===== src/rtl/master_spi.sv =====
// SPI mode-0 master, MSB first: one byte per accepted request, Done_o pulses when the byte ends.
// Latency: CS_o falls one cycle after the accept. Done_o comes 17*HALF cycles later with Hold_i=1, or 18*HALF with Hold_i=0. Requests are ignored while Busy_o=1.
module master_spi #(
   parameter int CLOCK_HZ = 25_000_000,
   parameter int SPI_HZ   = 1_000_000
) (
   input  logic       Clock,
   input  logic       Reset,
   input  logic       Request_i,
   input  logic [7:0] Data_i,
   input  logic       Hold_i,
   output logic       Busy_o,
   output logic       Done_o,
   output logic [7:0] DataReceived_o,
   output logic       CS_o,
   output logic       SCK_o,
   output logic       MOSI_o,
   input  logic       MISO_i
);

   localparam int HALF_RAW = CLOCK_HZ / (2 * SPI_HZ);
   localparam int HALF     = (HALF_RAW < 1) ? 1 : HALF_RAW;
   localparam int CW       = (HALF > 1) ? $clog2(HALF) : 1;
   localparam logic [CW-1:0] HALF_LAST = CW'(HALF - 1);

   typedef enum logic [2:0] {IDLE, SETUP, HIGH, LOW, GAP} state_t;

   state_t        r_state;
   logic [CW-1:0] r_half_cnt;
   logic [2:0]    r_bit_cnt;
   logic [7:0]    r_tx;
   logic [7:0]    r_rx;
   logic [7:0]    r_data_rx;
   logic          r_busy;
   logic          r_done;
   logic          r_cs;
   logic          r_sck;
   logic          r_mosi;
   logic          w_half_done;

   assign w_half_done    = (r_half_cnt == HALF_LAST);
   assign Busy_o         = r_busy;
   assign Done_o         = r_done;
   assign DataReceived_o = r_data_rx;
   assign CS_o           = r_cs;
   assign SCK_o          = r_sck;
   assign MOSI_o         = r_mosi;

   always_ff @(posedge Clock) begin
      if (Reset) begin
         r_state    <= IDLE;
         r_half_cnt <= '0;
         r_bit_cnt  <= '0;
         r_tx       <= '0;
         r_rx       <= '0;
         r_data_rx  <= '0;
         r_busy     <= 1'b0;
         r_done     <= 1'b0;
         r_cs       <= 1'b1;
         r_sck      <= 1'b0;
         r_mosi     <= 1'b0;
      end else begin
         r_done <= 1'b0;
         case (r_state)
            IDLE: begin
               // CS_o is left alone here so a held chip select survives between bytes.
               if (Request_i) begin
                  r_tx       <= Data_i;
                  r_mosi     <= Data_i[7];
                  r_cs       <= 1'b0;
                  r_sck      <= 1'b0;
                  r_busy     <= 1'b1;
                  r_half_cnt <= '0;
                  r_bit_cnt  <= '0;
                  r_state    <= SETUP;
               end
            end
            SETUP: begin
               if (w_half_done) begin
                  r_half_cnt <= '0;
                  r_sck      <= 1'b1;
                  r_rx       <= {r_rx[6:0], MISO_i};
                  r_state    <= HIGH;
               end else begin
                  r_half_cnt <= r_half_cnt + CW'(1);
               end
            end
            HIGH: begin
               if (w_half_done) begin
                  r_half_cnt <= '0;
                  r_sck      <= 1'b0;
                  r_state    <= LOW;
                  // After the last bit MOSI_o keeps bit 0 until the next byte.
                  if (r_bit_cnt != 3'd7) begin
                     r_tx   <= {r_tx[6:0], 1'b0};
                     r_mosi <= r_tx[6];
                  end
               end else begin
                  r_half_cnt <= r_half_cnt + CW'(1);
               end
            end
            LOW: begin
               if (w_half_done) begin
                  r_half_cnt <= '0;
                  if (r_bit_cnt == 3'd7) begin
                     r_bit_cnt <= '0;
                     if (Hold_i) begin
                        r_done    <= 1'b1;
                        r_busy    <= 1'b0;
                        r_data_rx <= r_rx;
                        r_state   <= IDLE;
                     end else begin
                        r_cs    <= 1'b1;
                        r_state <= GAP;
                     end
                  end else begin
                     r_bit_cnt <= r_bit_cnt + 3'd1;
                     r_sck     <= 1'b1;
                     r_rx      <= {r_rx[6:0], MISO_i};
                     r_state   <= HIGH;
                  end
               end else begin
                  r_half_cnt <= r_half_cnt + CW'(1);
               end
            end
            GAP: begin
               if (w_half_done) begin
                  r_half_cnt <= '0;
                  r_done     <= 1'b1;
                  r_busy     <= 1'b0;
                  r_data_rx  <= r_rx;
                  r_state    <= IDLE;
               end else begin
                  r_half_cnt <= r_half_cnt + CW'(1);
               end
            end
            default: r_state <= IDLE;
         endcase
      end
   end

endmodule


===== config.mk =====
export PLATFORM = sky130hd
export DESIGN_NAME = master_spi
export DESIGN_NICKNAME = d
export VERILOG_FILES = /design/src/rtl/master_spi.sv
export SDC_FILE = /design/constraint.sdc
export NUM_CORES = 1
export LEC_CHECK = 0
export BUFFER_PORTS_ARGS = -buffer_cell sky130_fd_sc_hd__buf_2
export CAP_MARGIN = 20
export CORE_ASPECT_RATIO = 0.9
export CORE_MARGIN = 1.5
export CORE_UTILIZATION = 35
export DETAILED_ROUTE_END_ITERATION = 10
export GPL_TIMING_DRIVEN = 0
export HOLD_SLACK_MARGIN = 0.12
export SLEW_MARGIN = 20
export SYNTH_ARGS = -nofsm -noshare
export SYNTH_HDL_FRONTEND = slang
export SYNTH_SLANG_ARGS = --single-unit

===== constraint.sdc =====
create_clock -name Clock -period 1.85 [get_ports Clock]
set_input_delay 0.0925 -clock Clock [delete_from_list [all_inputs] [get_ports Clock]]
set_output_delay 0.0925 -clock Clock [all_outputs]
set_load 0.01 [all_outputs]

==> metrics.yaml <==
status: "finished, final reports clean"
total_power_mw: 1.90
switchingPower_mw: 0.396
leakage_nw: 0.981
seqPwrFrac: 0.450
wirelength_um: 4270
grt_overflow: 0
maxSlewHeadroom: 0.602
num_antenna_cells: 0
cts_buffers: 5
yosysSeqAreaShare: 0.398
h-tree-depth: 2
syn_area_sq_um: 1910
arrival_ns: 1.91
grt_pass1_wl_um: 6980
nets: 254
power_density_nw_per_um2: 792
crit_family: "buffers and inverters"
rsz0062_at_grt: "false"
die_w_um: 80.9
track_usage: 0.154
slowest_delay_ns: 0.35
fillCellCount: 524
worst_hold_slack_ns: 0.149
wl_per_cell_um: 14.0
fp-row-count: 25
cts_tree: "built"
cp_cell_sequence: "ha_2 > and3b_1 > buf_2 > a22oi_1 > buf_4 > mux2i_1"
routabilityCongestion: 0.747
core_sq_um: 5260
swShare: 0.208
synth_simple_gate_area_frac: 0.230
max_freq_mhz: 593
layout_min_cycle_time_ns: 1.69
routed_via_density: 5.25
drv_cap: 0
die_h_um: 73.1
port_buffers: 25
clk_pin_slew_ns: 0.08
internal_power_mw: 1.50
crit_type: "flip-flop to flip-flop"
cp_num_buf_inv: 2
synthArstFlopShare: 0
area_delta_synth_final_pct: 25.7
path_max_fanout: 10
first_pass_iters: 4
final_area_sq_um: 2400
ant_nets: 0
synth-xor-area-share: 0
clockRootBuffer: "clkbuf_8"
synth.area.mux_share: 0.0891
clk_path_buf_depth: 2
first_global_vias: 1477
clk_latency_ns: 0.29
netlist_instances: 194
vias: 1601
post_synth_fa_ha_maj_area_fraction: 0.0262
cp.required_ns: 2.07
clock_sinks: 38
dp_hpwl_um: 2890
fin_crit_sh: 0.911
fin_worst_skew_ns: 0.00480
hp-class: "primary input to flip-flop"
place_area_sq_um: 2120
synth_top_family_by_area: "simple AND/OR/NAND/NOR gates"
synth-edff-count: 0
endpoint_kind: "flip-flop"
synth-seq-cells: 38
synth_compound_area_frac: 0.199
drc: 0
setup_violations: 0
slowest_stage: "dfxtp_1"
drv_slew: 0
synth_nets: 211
initial_core_util: 0.363
synth.distinct_cells: 50
ir_drop_mv: 0.425
startpoint_type: "flip-flop"
hold_viol: 0
drtIter0Drc: 74
power_frac_clock: 0.460
antenna_found_initial: 0
die-area_sq_um: 5910
drive_gt1_frac: 0.235
utilization: 0.457
num_io_pins: 26
worst_pin_slew_ns: 0.597
yosys_warnings: 0
synth_ff_type: "dfxtp_1"
comb_power_share: 0.089
grt_max_degree: 13
avgSynthCellArea_sq_um: 9.84
==> sequential cells by signal (all words and copies together), names as in the netlist <==
| name | cells |
|---|---|
| DataReceived_o | 8 |
| CS_o | 1 |
| r_half_cnt | 4 |
| MOSI_o | 1 |
| r_bit_cnt | 3 |
| r_state | 3 |
| Done_o | 1 |
| r_rx | 8 |
| r_tx | 7 |
| SCK_o | 1 |
| Busy_o | 1 |
==> cell families (layout without fill, tap and decap cells) <==
kind of cell | count (synthesis) | count (layout)
simple gates | 71 | 71
compound gates | 44 | 44
flops | 38 | 38
buf+inv | 20 | 64
mux | 17 | 17
fa+ha+maj | 4 | 4
==> final timing paths <==
kind,startpoint,to,slack [ns],depth (start not counted)
worst max-delay path,r_half_cnt[0],DataReceived_o[4],0.16,6
worst min-delay path,Reset,r_half_cnt[3],0.15,4
worst max register to register,r_half_cnt[0],DataReceived_o[4],0.16,6
worst min register to register,DataReceived_o[0],DataReceived_o[0],0.47,2
==> Yosys cell counts, types with 2 or more instances <==
cell       n  area share
nand2b_1  19       0.062
ha_1       4       0.026
mux2i_1   17       0.089
and4b_1    2       0.010
nand3b_1   3       0.012
or2_1      2      0.0066
a221oi_1   2      0.0092
buf_2      6       0.016
clkbuf_1   8       0.016
nor3_1     3      0.0079
a311oi_1  16       0.073
nor2_1     6       0.012
a211oi_1   3       0.012
nand2_1   18       0.035
and3_1     2      0.0066
a21oi_1    5       0.013
or3b_1     2      0.0092
dfxtp_1   38        0.40
nor2b_1    2      0.0066
o211ai_1   3       0.012
buf_6      3       0.018
nand3_1    2      0.0052
==> tightest hold or removal path, cell delays in order <==
cell and delay, ns:
buf_2 0.11, nor2_1 0.06, nand2b_1 0.06, o22ai_1 0.07
==> what timing repair did <==
item | CTS | global route
pin swaps | 2 | 1
buffers inserted | 2 | 1
endpoints found under the hold margin | 9 | 0
hold buffers | 9 | 0
endpoints found under the setup margin | 17 | 25
resized for setup | 1 | 5
==> stage by stage <==
step / setup TNS [ns] / std cells / setup WS, ns
after global routing: 0 / 305 / 0.0325
after global placement: -1.65 / 286 / -0.167
after detailed placement: -1.22 / 286 / -0.149
after floorplan: 0 / 194 / 0.117
final: 0 / 305 / 0.164
after CTS: 0 / 304 / 0.00299
==> layout make-up <==
| cell class | count | area (sq um) | area share |
|---|---|---|---|
| clock inverters | 2 | 60.1 | 0.0250 |
| well taps | 67 | 83.8 | 0.0349 |
| clock buffers | 6 | 82.6 | 0.0344 |
| plain buffers | 17 | 100 | 0.0417 |
| inverters | 2 | 11.3 | 0.00469 |
| flip-flops and latches | 38 | 761 | 0.317 |
| multi-input cells | 136 | 1050 | 0.438 |
| repair buffers | 37 | 250 | 0.104 |
==> placed cells by master, fill, tap and decap left out, types with 3 or more instances in the layout <==
cell type,instances
nand2_1,18
a211oi_1,3
clkbuf_1,7
nor3_1,3
a311oi_1,16
buf_4,4
nand3b_1,3
nor2_1,6
buf_2,30
dlygate4sd3_1,9
dfxtp_1,38
nand2b_1,19
a21oi_1,5
o211ai_1,3
clkbuf_8,6
buf_6,3
mux2i_1,17
==> power by group through the flow <==
stage	Combinational [mW]	Sequential, mW	Clock (mW)
2_1_floorplan	0.103	0.876	0
3_3_place_gp	0.151	0.875	0
3_5_place_dp	0.152	0.875	0
4_1_cts	0.167	0.856	0.896
5_1_grt	0.187	0.859	0.923
6_report	0.170	0.856	0.875
==> metal layers <==
metal  routed length, um  vias to the layer above  track usage
li1                    -                      816            -
met1                2240                      757        0.218
met2                1830                       23        0.226
met3                 142                        5       0.0338
met4                  55                        0       0.0632
met5                   0                        -            0
Note: power is estimated with default switching activity, not from simulation.
